`src/rtl/axi_arb_pkg.sv`:
```
// Shared types and constants for the 2:1 AXI4-lite arbiter.
//   arb_state_t : arbiter FSM state (idle / write in flight / read in flight)
//   ARB_M0/M1   : master identifiers used for grant_id and last_id
package axi_arb_pkg;

  typedef enum logic [1:0] {
    ARB_IDLE  = 2'd0,
    ARB_WRITE = 2'd1,
    ARB_READ  = 2'd2
  } arb_state_t;

  localparam logic ARB_M0 = 1'b0;
  localparam logic ARB_M1 = 1'b1;

endpackage

```
`src/rtl/axi_arb_pick.sv`:
```
// Combinational two-requester picker.
// Policy selected by macro AXI_ARB_ROUND_ROBIN_EN:
//   defined     : on a tie the master that was not served last wins
//   not defined : fixed priority, m0 wins every tie
// Ports:
//   req_i[1:0]  in   request per master
//   last_id_i   in   master that completed the previous transaction
//   pick_o      out  selected master (ARB_M0 when nothing requests)
//   any_o       out  at least one request pending
module axi_arb_pick
  import axi_arb_pkg::*;
(
  input  logic [1:0] req_i,
  input  logic       last_id_i,
  output logic       pick_o,
  output logic       any_o
);

  assign any_o = |req_i;

`ifdef AXI_ARB_ROUND_ROBIN_EN
  always_comb begin
    pick_o = ARB_M0;
    if (&req_i) begin
      pick_o = ~last_id_i;
    end else if (req_i[1]) begin
      pick_o = ARB_M1;
    end
  end
`else
  logic unused_last_id;
  assign unused_last_id = last_id_i;

  always_comb begin
    pick_o = ARB_M0;
    if (!req_i[0] && req_i[1]) begin
      pick_o = ARB_M1;
    end
  end
`endif

endmodule

```
`src/rtl/axi_lite_arbiter_2to1.sv`:
```
// 2:1 AXI4-lite arbiter: two masters (m0 = CPU, m1 = loader/DMA) share one slave.
// One transaction in flight; the grant is held until that transaction's response handshake,
// then one idle cycle precedes the next grant. Writes win over reads from the same master.
// Tie policy: macro AXI_ARB_ROUND_ROBIN_EN (see axi_arb_pick); default is fixed m0 priority.
// Ports:
//   clk, resetn          clock, asynchronous active-low reset
//   m{0,1}_axi_*         master-side AXI4-lite (no bresp/rresp)
//   s_axi_*              slave-side AXI4-lite towards the memory
//   grant_id             master owning the slave (meaningful while busy)
//   busy                 a transaction is in flight
module axi_lite_arbiter_2to1
  import axi_arb_pkg::*;
#(
  parameter int unsigned ADDR_W = 32,
  parameter int unsigned DATA_W = 32
) (
  input  logic                clk,
  input  logic                resetn,
  // master 0
  input  logic                m0_axi_awvalid,
  output logic                m0_axi_awready,
  input  logic [ADDR_W-1:0]   m0_axi_awaddr,
  input  logic [2:0]          m0_axi_awprot,
  input  logic                m0_axi_wvalid,
  output logic                m0_axi_wready,
  input  logic [DATA_W-1:0]   m0_axi_wdata,
  input  logic [DATA_W/8-1:0] m0_axi_wstrb,
  output logic                m0_axi_bvalid,
  input  logic                m0_axi_bready,
  input  logic                m0_axi_arvalid,
  output logic                m0_axi_arready,
  input  logic [ADDR_W-1:0]   m0_axi_araddr,
  input  logic [2:0]          m0_axi_arprot,
  output logic                m0_axi_rvalid,
  input  logic                m0_axi_rready,
  output logic [DATA_W-1:0]   m0_axi_rdata,
  // master 1
  input  logic                m1_axi_awvalid,
  output logic                m1_axi_awready,
  input  logic [ADDR_W-1:0]   m1_axi_awaddr,
  input  logic [2:0]          m1_axi_awprot,
  input  logic                m1_axi_wvalid,
  output logic                m1_axi_wready,
  input  logic [DATA_W-1:0]   m1_axi_wdata,
  input  logic [DATA_W/8-1:0] m1_axi_wstrb,
  output logic                m1_axi_bvalid,
  input  logic                m1_axi_bready,
  input  logic                m1_axi_arvalid,
  output logic                m1_axi_arready,
  input  logic [ADDR_W-1:0]   m1_axi_araddr,
  input  logic [2:0]          m1_axi_arprot,
  output logic                m1_axi_rvalid,
  input  logic                m1_axi_rready,
  output logic [DATA_W-1:0]   m1_axi_rdata,
  // slave
  output logic                s_axi_awvalid,
  input  logic                s_axi_awready,
  output logic [ADDR_W-1:0]   s_axi_awaddr,
  output logic [2:0]          s_axi_awprot,
  output logic                s_axi_wvalid,
  input  logic                s_axi_wready,
  output logic [DATA_W-1:0]   s_axi_wdata,
  output logic [DATA_W/8-1:0] s_axi_wstrb,
  input  logic                s_axi_bvalid,
  output logic                s_axi_bready,
  output logic                s_axi_arvalid,
  input  logic                s_axi_arready,
  output logic [ADDR_W-1:0]   s_axi_araddr,
  output logic [2:0]          s_axi_arprot,
  input  logic                s_axi_rvalid,
  output logic                s_axi_rready,
  input  logic [DATA_W-1:0]   s_axi_rdata,
  // status
  output logic                grant_id,
  output logic                busy
);

  localparam int unsigned StrbW = DATA_W / 8;

  arb_state_t state_q, state_d;
  logic       grant_q, grant_d;
  logic       last_q, last_d;
  logic       aw_done_q, aw_done_d;
  logic       w_done_q, w_done_d;
  logic       ar_done_q, ar_done_d;

  logic [1:0] req_w, req_r, req;
  logic       pick, pick_any;

  assign req_w = {m1_axi_awvalid, m0_axi_awvalid};
  assign req_r = {m1_axi_arvalid, m0_axi_arvalid};
  assign req   = req_w | req_r;

  axi_arb_pick u_pick (
    .req_i     (req),
    .last_id_i (last_q),
    .pick_o    (pick),
    .any_o     (pick_any)
  );

  // Inputs of the currently granted master
  logic              g_awvalid, g_wvalid, g_bready, g_arvalid, g_rready;
  logic [ADDR_W-1:0] g_awaddr, g_araddr;
  logic [2:0]        g_awprot, g_arprot;
  logic [DATA_W-1:0] g_wdata;
  logic [StrbW-1:0]  g_wstrb;

  assign g_awvalid = grant_q ? m1_axi_awvalid : m0_axi_awvalid;
  assign g_awaddr  = grant_q ? m1_axi_awaddr  : m0_axi_awaddr;
  assign g_awprot  = grant_q ? m1_axi_awprot  : m0_axi_awprot;
  assign g_wvalid  = grant_q ? m1_axi_wvalid  : m0_axi_wvalid;
  assign g_wdata   = grant_q ? m1_axi_wdata   : m0_axi_wdata;
  assign g_wstrb   = grant_q ? m1_axi_wstrb   : m0_axi_wstrb;
  assign g_bready  = grant_q ? m1_axi_bready  : m0_axi_bready;
  assign g_arvalid = grant_q ? m1_axi_arvalid : m0_axi_arvalid;
  assign g_araddr  = grant_q ? m1_axi_araddr  : m0_axi_araddr;
  assign g_arprot  = grant_q ? m1_axi_arprot  : m0_axi_arprot;
  assign g_rready  = grant_q ? m1_axi_rready  : m0_axi_rready;

  // Outputs towards the granted master; all zero outside the matching state
  logic              g_awready, g_wready, g_bvalid, g_arready, g_rvalid;
  logic [DATA_W-1:0] g_rdata;

  always_comb begin
    state_d   = state_q;
    grant_d   = grant_q;
    last_d    = last_q;
    aw_done_d = aw_done_q;
    w_done_d  = w_done_q;
    ar_done_d = ar_done_q;

    s_axi_awvalid = 1'b0;
    s_axi_awaddr  = '0;
    s_axi_awprot  = '0;
    s_axi_wvalid  = 1'b0;
    s_axi_wdata   = '0;
    s_axi_wstrb   = '0;
    s_axi_bready  = 1'b0;
    s_axi_arvalid = 1'b0;
    s_axi_araddr  = '0;
    s_axi_arprot  = '0;
    s_axi_rready  = 1'b0;

    g_awready = 1'b0;
    g_wready  = 1'b0;
    g_bvalid  = 1'b0;
    g_arready = 1'b0;
    g_rvalid  = 1'b0;
    g_rdata   = '0;

    unique case (state_q)
      ARB_IDLE: begin
        if (pick_any) begin
          grant_d   = pick;
          // Write first keeps a store ahead of a later load from the same master
          state_d   = req_w[pick] ? ARB_WRITE : ARB_READ;
          aw_done_d = 1'b0;
          w_done_d  = 1'b0;
          ar_done_d = 1'b0;
        end
      end

      ARB_WRITE: begin
        s_axi_awvalid = g_awvalid & ~aw_done_q;
        s_axi_awaddr  = g_awaddr;
        s_axi_awprot  = g_awprot;
        s_axi_wvalid  = g_wvalid & ~w_done_q;
        s_axi_wdata   = g_wdata;
        s_axi_wstrb   = g_wstrb;
        s_axi_bready  = g_bready;
        g_awready     = s_axi_awready & ~aw_done_q;
        g_wready      = s_axi_wready & ~w_done_q;
        g_bvalid      = s_axi_bvalid;
        if (g_awvalid && !aw_done_q && s_axi_awready) begin
          aw_done_d = 1'b1;
        end
        if (g_wvalid && !w_done_q && s_axi_wready) begin
          w_done_d = 1'b1;
        end
        if (s_axi_bvalid && g_bready) begin
          state_d = ARB_IDLE;
          last_d  = grant_q;
        end
      end

      ARB_READ: begin
        s_axi_arvalid = g_arvalid & ~ar_done_q;
        s_axi_araddr  = g_araddr;
        s_axi_arprot  = g_arprot;
        s_axi_rready  = g_rready;
        g_arready     = s_axi_arready & ~ar_done_q;
        g_rvalid      = s_axi_rvalid;
        g_rdata       = s_axi_rdata;
        if (g_arvalid && !ar_done_q && s_axi_arready) begin
          ar_done_d = 1'b1;
        end
        if (s_axi_rvalid && g_rready) begin
          state_d = ARB_IDLE;
          last_d  = grant_q;
        end
      end

      default: begin
        state_d = ARB_IDLE;
      end
    endcase
  end

  always_ff @(posedge clk or negedge resetn) begin
    if (!resetn) begin
      state_q   <= ARB_IDLE;
      grant_q   <= ARB_M0;
      last_q    <= ARB_M1;  // m0 wins the first tie after reset
      aw_done_q <= 1'b0;
      w_done_q  <= 1'b0;
      ar_done_q <= 1'b0;
    end else begin
      state_q   <= state_d;
      grant_q   <= grant_d;
      last_q    <= last_d;
      aw_done_q <= aw_done_d;
      w_done_q  <= w_done_d;
      ar_done_q <= ar_done_d;
    end
  end

  logic sel0, sel1;
  assign sel0 = (grant_q == ARB_M0);
  assign sel1 = (grant_q == ARB_M1);

  assign m0_axi_awready = g_awready & sel0;
  assign m0_axi_wready  = g_wready  & sel0;
  assign m0_axi_bvalid  = g_bvalid  & sel0;
  assign m0_axi_arready = g_arready & sel0;
  assign m0_axi_rvalid  = g_rvalid  & sel0;
  assign m0_axi_rdata   = sel0 ? g_rdata : '0;

  assign m1_axi_awready = g_awready & sel1;
  assign m1_axi_wready  = g_wready  & sel1;
  assign m1_axi_bvalid  = g_bvalid  & sel1;
  assign m1_axi_arready = g_arready & sel1;
  assign m1_axi_rvalid  = g_rvalid  & sel1;
  assign m1_axi_rdata   = sel1 ? g_rdata : '0;

  assign grant_id = grant_q;
  assign busy     = (state_q != ARB_IDLE);

endmodule

```
`config.mk`:
```
export PLATFORM = sky130hd
export DESIGN_NAME = axi_lite_arbiter_2to1
export DESIGN_NICKNAME = d
export VERILOG_FILES = /design/src/rtl/axi_arb_pkg.sv /design/src/rtl/axi_arb_pick.sv /design/src/rtl/axi_lite_arbiter_2to1.sv
export SDC_FILE = /design/constraint.sdc
export NUM_CORES = 1
export LEC_CHECK = 0
export CAP_MARGIN = 25
export CORE_AREA = 2 2 174 176
export CTS_CLUSTER_DIAMETER = 200
export CTS_CLUSTER_SIZE = 28
export DETAILED_ROUTE_END_ITERATION = 12
export DIE_AREA = 0 0 176 178
export DONT_BUFFER_PORTS = 1
export PLACE_DENSITY = 0.3
export SKIP_CTS_REPAIR_TIMING = 1
export SYNTH_ARGS = -nofsm -noshare
export SYNTH_HDL_FRONTEND = slang
export SYNTH_SLANG_ARGS = --single-unit
```
`constraint.sdc`:
```
create_clock -name clk -period 1.47 [get_ports clk]
set_input_delay 0.294 -clock clk [delete_from_list [all_inputs] [get_ports clk]]
set_output_delay 0.294 -clock clk [all_outputs]
set_load 0.01 [all_outputs]
```
==> results of run 1 <==
[worst paths after layout]
path                                       start                      to  slack (ns)  cells past startpoint
max                         grant_id$_DFFE_PN0P_        s_axi_awaddr[18]       -0.37                      5
min                               m0_axi_awvalid  state_q[1]$_DFFE_PN0P_        0.18                      1
max reg2reg                 grant_id$_DFFE_PN0P_  state_q[0]$_DFFE_PN0P_       -0.11                      7
min reg2reg                ar_done_q$_DFFE_PN0P_   ar_done_q$_DFFE_PN0P_        0.52                      1
max in group asynchronous                 resetn    grant_id$_DFFE_PN0P_        0.79                      1
min in group asynchronous                 resetn   ar_done_q$_DFFE_PN0P_        0.40                      1
[stage by stage]
step,worst slack [ns],TNS (ns),area (um2),std cells
floorplan,-0.0380,-0.256,2520,362
global placement,-0.194,-11.78,3320,768
detailed placement,-0.203,-10.43,3320,768
CTS,-0.455,-55.02,3400,772
global route,-0.416,-57.50,4270,798
finish,-0.373,-48.28,4270,798
[logic make-up after synthesis]
| kind of cell | Yosys count |
|---|---|
| compound gates | 7 |
| buf+inv | 35 |
| flops | 6 |
| mux | 111 |
| simple gates | 203 |
[flip-flops by register name, summed over array words and instances, names as in the netlist]
signal     count
aw_done_q      1
ar_done_q      1
state_q        2
w_done_q       1
grant_id       1
[power groups by stage]
| stage | Combinational, mW | Sequential, mW | Clock (mW) |
|---|---|---|---|
| 2_1_floorplan | 4.09 | 0.291 | 0 |
| 3_3_place_gp | 5.71 | 0.373 | 0 |
| 3_5_place_dp | 5.67 | 0.370 | 0 |
| 4_1_cts | 5.68 | 0.373 | 0.477 |
| 5_1_grt | 8.00 | 0.375 | 0.496 |
| 6_report | 7.54 | 0.361 | 0.467 |
[layer usage]
metal / track usage / part of all wire / up-vias
li1: - / - / 1321
met1: 0.0667 / 0.35 / 1332
met2: 0.123 / 0.52 / 259
met3: 0.00341 / 0.072 / 32
met4: 0.0382 / 0.056 / 0
met5: 0 / 0 / -
[final cells by class]
cell class                 instances  area, um2
timing repair buffer              76        886
multi-input combinational        321       2660
sequential                         6        155
antenna                            1       2.50
fill                            3338      25100
clock buffer                       4       78.8
tap                              390        488
[worst register-to-register path, cell delays in order (launching register included)]
cell	delay [ns]
dfrtp_4	0.54
buf_12	0.18
buf_4	0.14
buf_8	0.13
mux2i_4	0.19
buf_4	0.14
o32ai_2	0.07
nor2_1	0.07
[cells in the final DEF (no fill, tap or decap), types with 4 or more instances in the layout]
cell type | Yosys | layout
dfrtp_1 | 6 | 4
nor2_2 | 1 | 70
mux2i_1 | 111 | 90
buf_12 | 0 | 10
nor2_1 | 115 | 38
mux2i_2 | 0 | 17
and3_1 | 34 | 13
buf_8 | 0 | 5
and2_4 | 0 | 5
mux2i_4 | 0 | 4
buf_4 | 9 | 41
buf_6 | 2 | 12
nor3_1 | 6 | 5
and2_1 | 33 | 28
and3_4 | 0 | 21
nor2_4 | 0 | 8
clkbuf_16 | 0 | 8
==> impl_metrics.py, run 1 <==
metrics = {
    "run_status": {
        "status": "complete, but fails checks",
        "violations": "setup timing",
    },
    "final_layout": {
        "area_growth_pct": 70.9,
        "drive_gt1_frac": 0.526,
        "final_util": 0.145,
        "nNetsFinal": 669,
    },
    "synthesis": {
        "yosys-top-cells-count": "115 x nor2_1, 111 x mux2i_1, 34 x and3_1",
        "ys_ff_latch": 6,
        "syn-num-nets": 623,
        "synthDistinctLibCells": 23,
        "syn-cell-area_um2": 2500,
        "synth.area.mux_share": 0.445,
        "yosysMostFrequentCell": "nor2_1",
        "synth_compound_area_frac": 0.0271,
        "synth_fa_ha_area_frac": 0,
        "synth_flop_cell": "dfrtp_1",
        "synth_edf_count": 0,
        "synth_warnings": 0,
        "synth-simple-area-share": 0.388,
        "yosys-top-cells-area": "mux2i_1 44%, nor2_1 17%, and3_1 8.5%",
        "synth.top_cell.area_share": 0.445,
        "synthCells": 362,
        "async_flop_share": 1.00,
        "synth_top_family_by_area": "multiplexers",
        "yosysTopAreaCell": "mux2i_1",
        "avgSynthCellArea_um2": 6.90,
        "synth-seq-area-share": 0.0601,
        "synth_xor_area_frac": 0,
    },
    "timing": {
        "slew_headroom": 0.751,
        "worst_pin_slew_ns": 0.374,
        "period_share": 1.25,
        "final_max_slew_viol_count": 0,
        "finalHoldViolations": 0,
        "fin_skew_ns": 0.000558,
        "setup_viol_count_final": 191,
        "finalWorstSetupSlack_ns": -0.373,
        "max_freq_mhz": 543,
        "rsz0062_at_grt": "yes",
        "min_period_ns": 1.84,
        "fin_hold_ws_ns": 0.175,
    },
    "clocking": {
        "numCtsBuffers": 3,
        "htreeDepth": 1,
        "clk_latency_ns": 0.23,
        "clock_sinks": 6,
        "clkTransAtPathRegs_ns": 0.04,
        "cts_tree": "yes",
        "cts_root_buf": "clkbuf_16",
        "cts_buffer_depth": 2,
    },
    "pwr": {
        "power.switching_mw": 4.16,
        "intPower_mw": 4.21,
        "seq_power_share": 0.043,
        "p_sw_frac": 0.497,
        "cellPowerDensity_nw_per_um2": 1960,
        "power_frac_clock": 0.056,
        "vdd_ir_drop_max_mv": 0.519,
        "p_total_mw": 8.37,
        "p_leak_nw": 1.72,
        "share_comb_of_total_power": 0.901,
    },
    "routing": {
        "ant_nets": 0,
        "drc": 0,
        "post_drt_wl_per_cell_um": 16.6,
        "first_pass_iters": 4,
        "drt_iter0_markers": 77,
        "vias": 2944,
        "wl_um": 13200,
        "vias_per_cell": 3.69,
    },
    "setup_path": {
        "worstSetupPathType": "flip-flop to output port",
        "worstPathCellList": "buf_8, clkbuf_16, buf_4, mux2i_1, nor2_2",
        "worstSetupEndpointType": "output port",
        "cp_slowest_stage_delay_ns": 0.54,
        "crit_family": "flip-flops",
        "worst_ep_required_time_ns": 1.18,
        "path_max_fanout": 7,
        "cp_slowest_cell": "dfrtp_4",
        "critPathLaunchType": "flip-flop",
        "path_buf_inv": 3,
        "arrival_ns": 1.55,
    },
    "place": {
        "dpl.hpwl_um": 10500,
        "io_buffers": 0,
        "gp_congestion": 0.861,
    },
    "floorplanning": {
        "initial_utilization": 0.0849,
        "core.rowCount": 63,
        "die_w_um": 176,
        "die_area_um2": 31300,
        "die_height_um": 178,
        "io_pins": 448,
        "fp.coreArea_um2": 29400,
    },
    "min_path": {
        "hold_path_class": "input pin to flip-flop",
    },
    "global_routing": {
        "grt_pass1_wl_um": 14800,
        "grt_pass1_vias": 2521,
        "antenna_found_initial": 1,
        "grt_max_degree": 46,
        "overflow": 0,
        "grtUsageTotal": 0.0631,
    },
    "run": {
        "maxCapViolCount": 0,
    },
}
(Power assumes the default switching activity.)
==> inputs of run 2 (changes only) <==
--- a/config.mk
+++ b/config.mk
@@ -13,6 +13,7 @@
 export DIE_AREA = 0 0 176 178
 export DONT_BUFFER_PORTS = 1
 export PLACE_DENSITY = 0.3
+export RECOVER_POWER = 100
 export SKIP_CTS_REPAIR_TIMING = 1
 export SYNTH_ARGS = -nofsm -noshare
 export SYNTH_HDL_FRONTEND = slang
==> impl_metrics.py, run 2 (same netlist as run 1, synthesis figures left out) <==
metrics = {
    "run_status": {
        "status": "complete, but fails checks",
        "violations": "setup timing",
    },
    "final_layout": {
        "final_cell_mix": "90 x mux2i_1, 70 x nor2_2, 41 x buf_4, 38 x nor2_1, 28 x and2_1",
        "fill_cells": 3340,
        "drive_gt1_frac": 0.526,
        "design_area_um2": 4270,
        "nNetsFinal": 669,
        "largest_reg_flops": 2,
        "area_growth_pct": 70.8,
        "final-seq-area_um2": 155,
        "largest_register": "state_q",
        "multi_input_area_um2": 2660,
        "final_common_cell": "mux2i_1",
    },
    "setup_path": {
        "rr_endpoint": "state_q[0]$_DFFE_PN0P_",
        "worst_ep_required_time_ns": 1.18,
        "worst-r2r-setup-slack_ns": -0.10,
        "worstSetupPathType": "flip-flop to output port",
        "arrival_ns": 1.54,
        "reg2regPathDepth": 7,
        "worstSetupEndpointType": "output port",
        "path_max_fanout": 7,
        "critPathLaunchType": "flip-flop",
        "timing.rr.start": "grant_id$_DFFE_PN0P_",
    },
    "floorplanning": {
        "die_w_um": 176,
        "fp.coreArea_um2": 29400,
        "core.rowCount": 63,
        "die_height_um": 178,
        "io_pins": 448,
        "die_area_um2": 31300,
        "initial_utilization": 0.0849,
    },
    "place": {
        "dp_slack_ns": -0.203,
        "placed_cell_area_um2": 3320,
        "io_buffers": 0,
        "dpl.hpwl_um": 10500,
        "gp_congestion": 0.861,
    },
    "routing": {
        "vias_per_cell": 3.69,
        "ant_nets": 0,
        "wl_um": 13200,
        "vias": 2946,
        "drc": 0,
        "drt_iter0_markers": 66,
        "first_pass_iters": 4,
        "post_drt_wl_per_cell_um": 16.6,
    },
    "global_routing": {
        "grtUsageTotal": 0.0631,
        "antenna_found_initial": 1,
        "grt_pass1_wl_um": 14800,
        "grt_pass1_vias": 2521,
        "grt_max_degree": 46,
        "overflow": 0,
    },
    "pwr": {
        "cellPowerDensity_nw_per_um2": 1960,
        "p_leak_nw": 1.72,
        "vdd_ir_drop_max_mv": 0.517,
    },
    "min_path": {
        "worst_hold_path.num_cells": 1,
        "whs_endpoint": "state_q[1]$_DFFE_PN0P_",
        "holdCritStartpoint": "m0_axi_awvalid",
        "hold_path_class": "input pin to flip-flop",
    },
    "timing": {
        "finalHoldViolations": 0,
        "max_freq_mhz": 546,
        "period_share": 1.25,
        "finalWorstSetupSlack_ns": -0.362,
        "setup_viol_count_final": 191,
        "slew_headroom": 0.751,
        "fin_skew_ns": 0.000333,
        "tns_ns": -47.11,
        "min_period_ns": 1.83,
        "final_max_slew_viol_count": 0,
        "rsz0062_at_grt": "yes",
        "worst_pin_slew_ns": 0.374,
    },
    "clocking": {
        "clkTransAtPathRegs_ns": 0.04,
        "cts_buffer_depth": 2,
        "numCtsBuffers": 3,
        "clock_sinks": 6,
        "clk_latency_ns": 0.23,
        "cts_root_buf": "clkbuf_16",
        "htreeDepth": 1,
        "cts_tree": "yes",
    },
    "run": {
        "maxCapViolCount": 0,
    },
}
==> run 2: changes by cell type in the layout (fill, tap and decap cells not counted), sizes merged <==
| cell | before | now |
|---|---|---|
| clkbuf | 9 | 10 |
| buf | 70 | 69 |
==> run 2: layer usage <==
metal  share of wire  vias up  track usage
li1                -     1321            -
met1            0.35     1333       0.0667
met2            0.52      261        0.123
met3           0.076       31      0.00341
met4           0.056        0       0.0382
met5               0        -            0
==> run 2: report_power, final <==
part | internal (mW) | leakage, nW | switching (mW)
combinational | 3.60 | 1.61 | 3.93
sequential | 0.247 | 0.0741 | 0.109
clock | 0.361 | 0.0382 | 0.105
total | 4.21 | 1.72 | 4.15
==> run 2: how the worst max path moves through the flow <==
stage	slack [ns]	depth (start not counted)	start	endpoint
after floorplan	-0.04	4	grant_id$_DFFE_PN0P_	m0_axi_arready
after global placement	-0.19	5	grant_id$_DFFE_PN0P_	s_axi_araddr[22]
after detailed placement	-0.20	5	grant_id$_DFFE_PN0P_	s_axi_araddr[22]
after CTS	-0.46	5	grant_id$_DFFE_PN0P_	s_axi_araddr[22]
after global routing	-0.42	4	grant_id$_DFFE_PN0P_	s_axi_araddr[15]
final	-0.36	5	grant_id$_DFFE_PN0P_	s_axi_awaddr[18]
==> run 2: cell type report <==
type	count	share of cell area
clock buffers	4	0.0185
diodes	1	0.000587
well taps	390	0.114
repair buffers	76	0.207
multi-input cells	321	0.623
flip-flops and latches	6	0.0364
==> run 2: critical path: stages (launching register included) <==
cell and delay (ns):
dfrtp_4 0.54, buf_8 0.16, clkbuf_16 0.16, buf_4 0.14
mux2i_1 0.13, nor2_2 0.17
==> run 2: through the flow <==
stage / cells / power (mW) / hold WS (ns) / utilization
5_1_grt: 798 / 8.86 / 0.176 / 0.145
3_5_place_dp: 768 / 6.04 / -0.00132 / 0.113
4_1_cts: 772 / 6.53 / -0.245 / 0.116
2_1_floorplan: 362 / 4.38 / -0.00159 / -
6_report: 798 / 8.35 / 0.175 / 0.145
3_3_place_gp: 768 / 6.08 / -0.00131 / 0.113
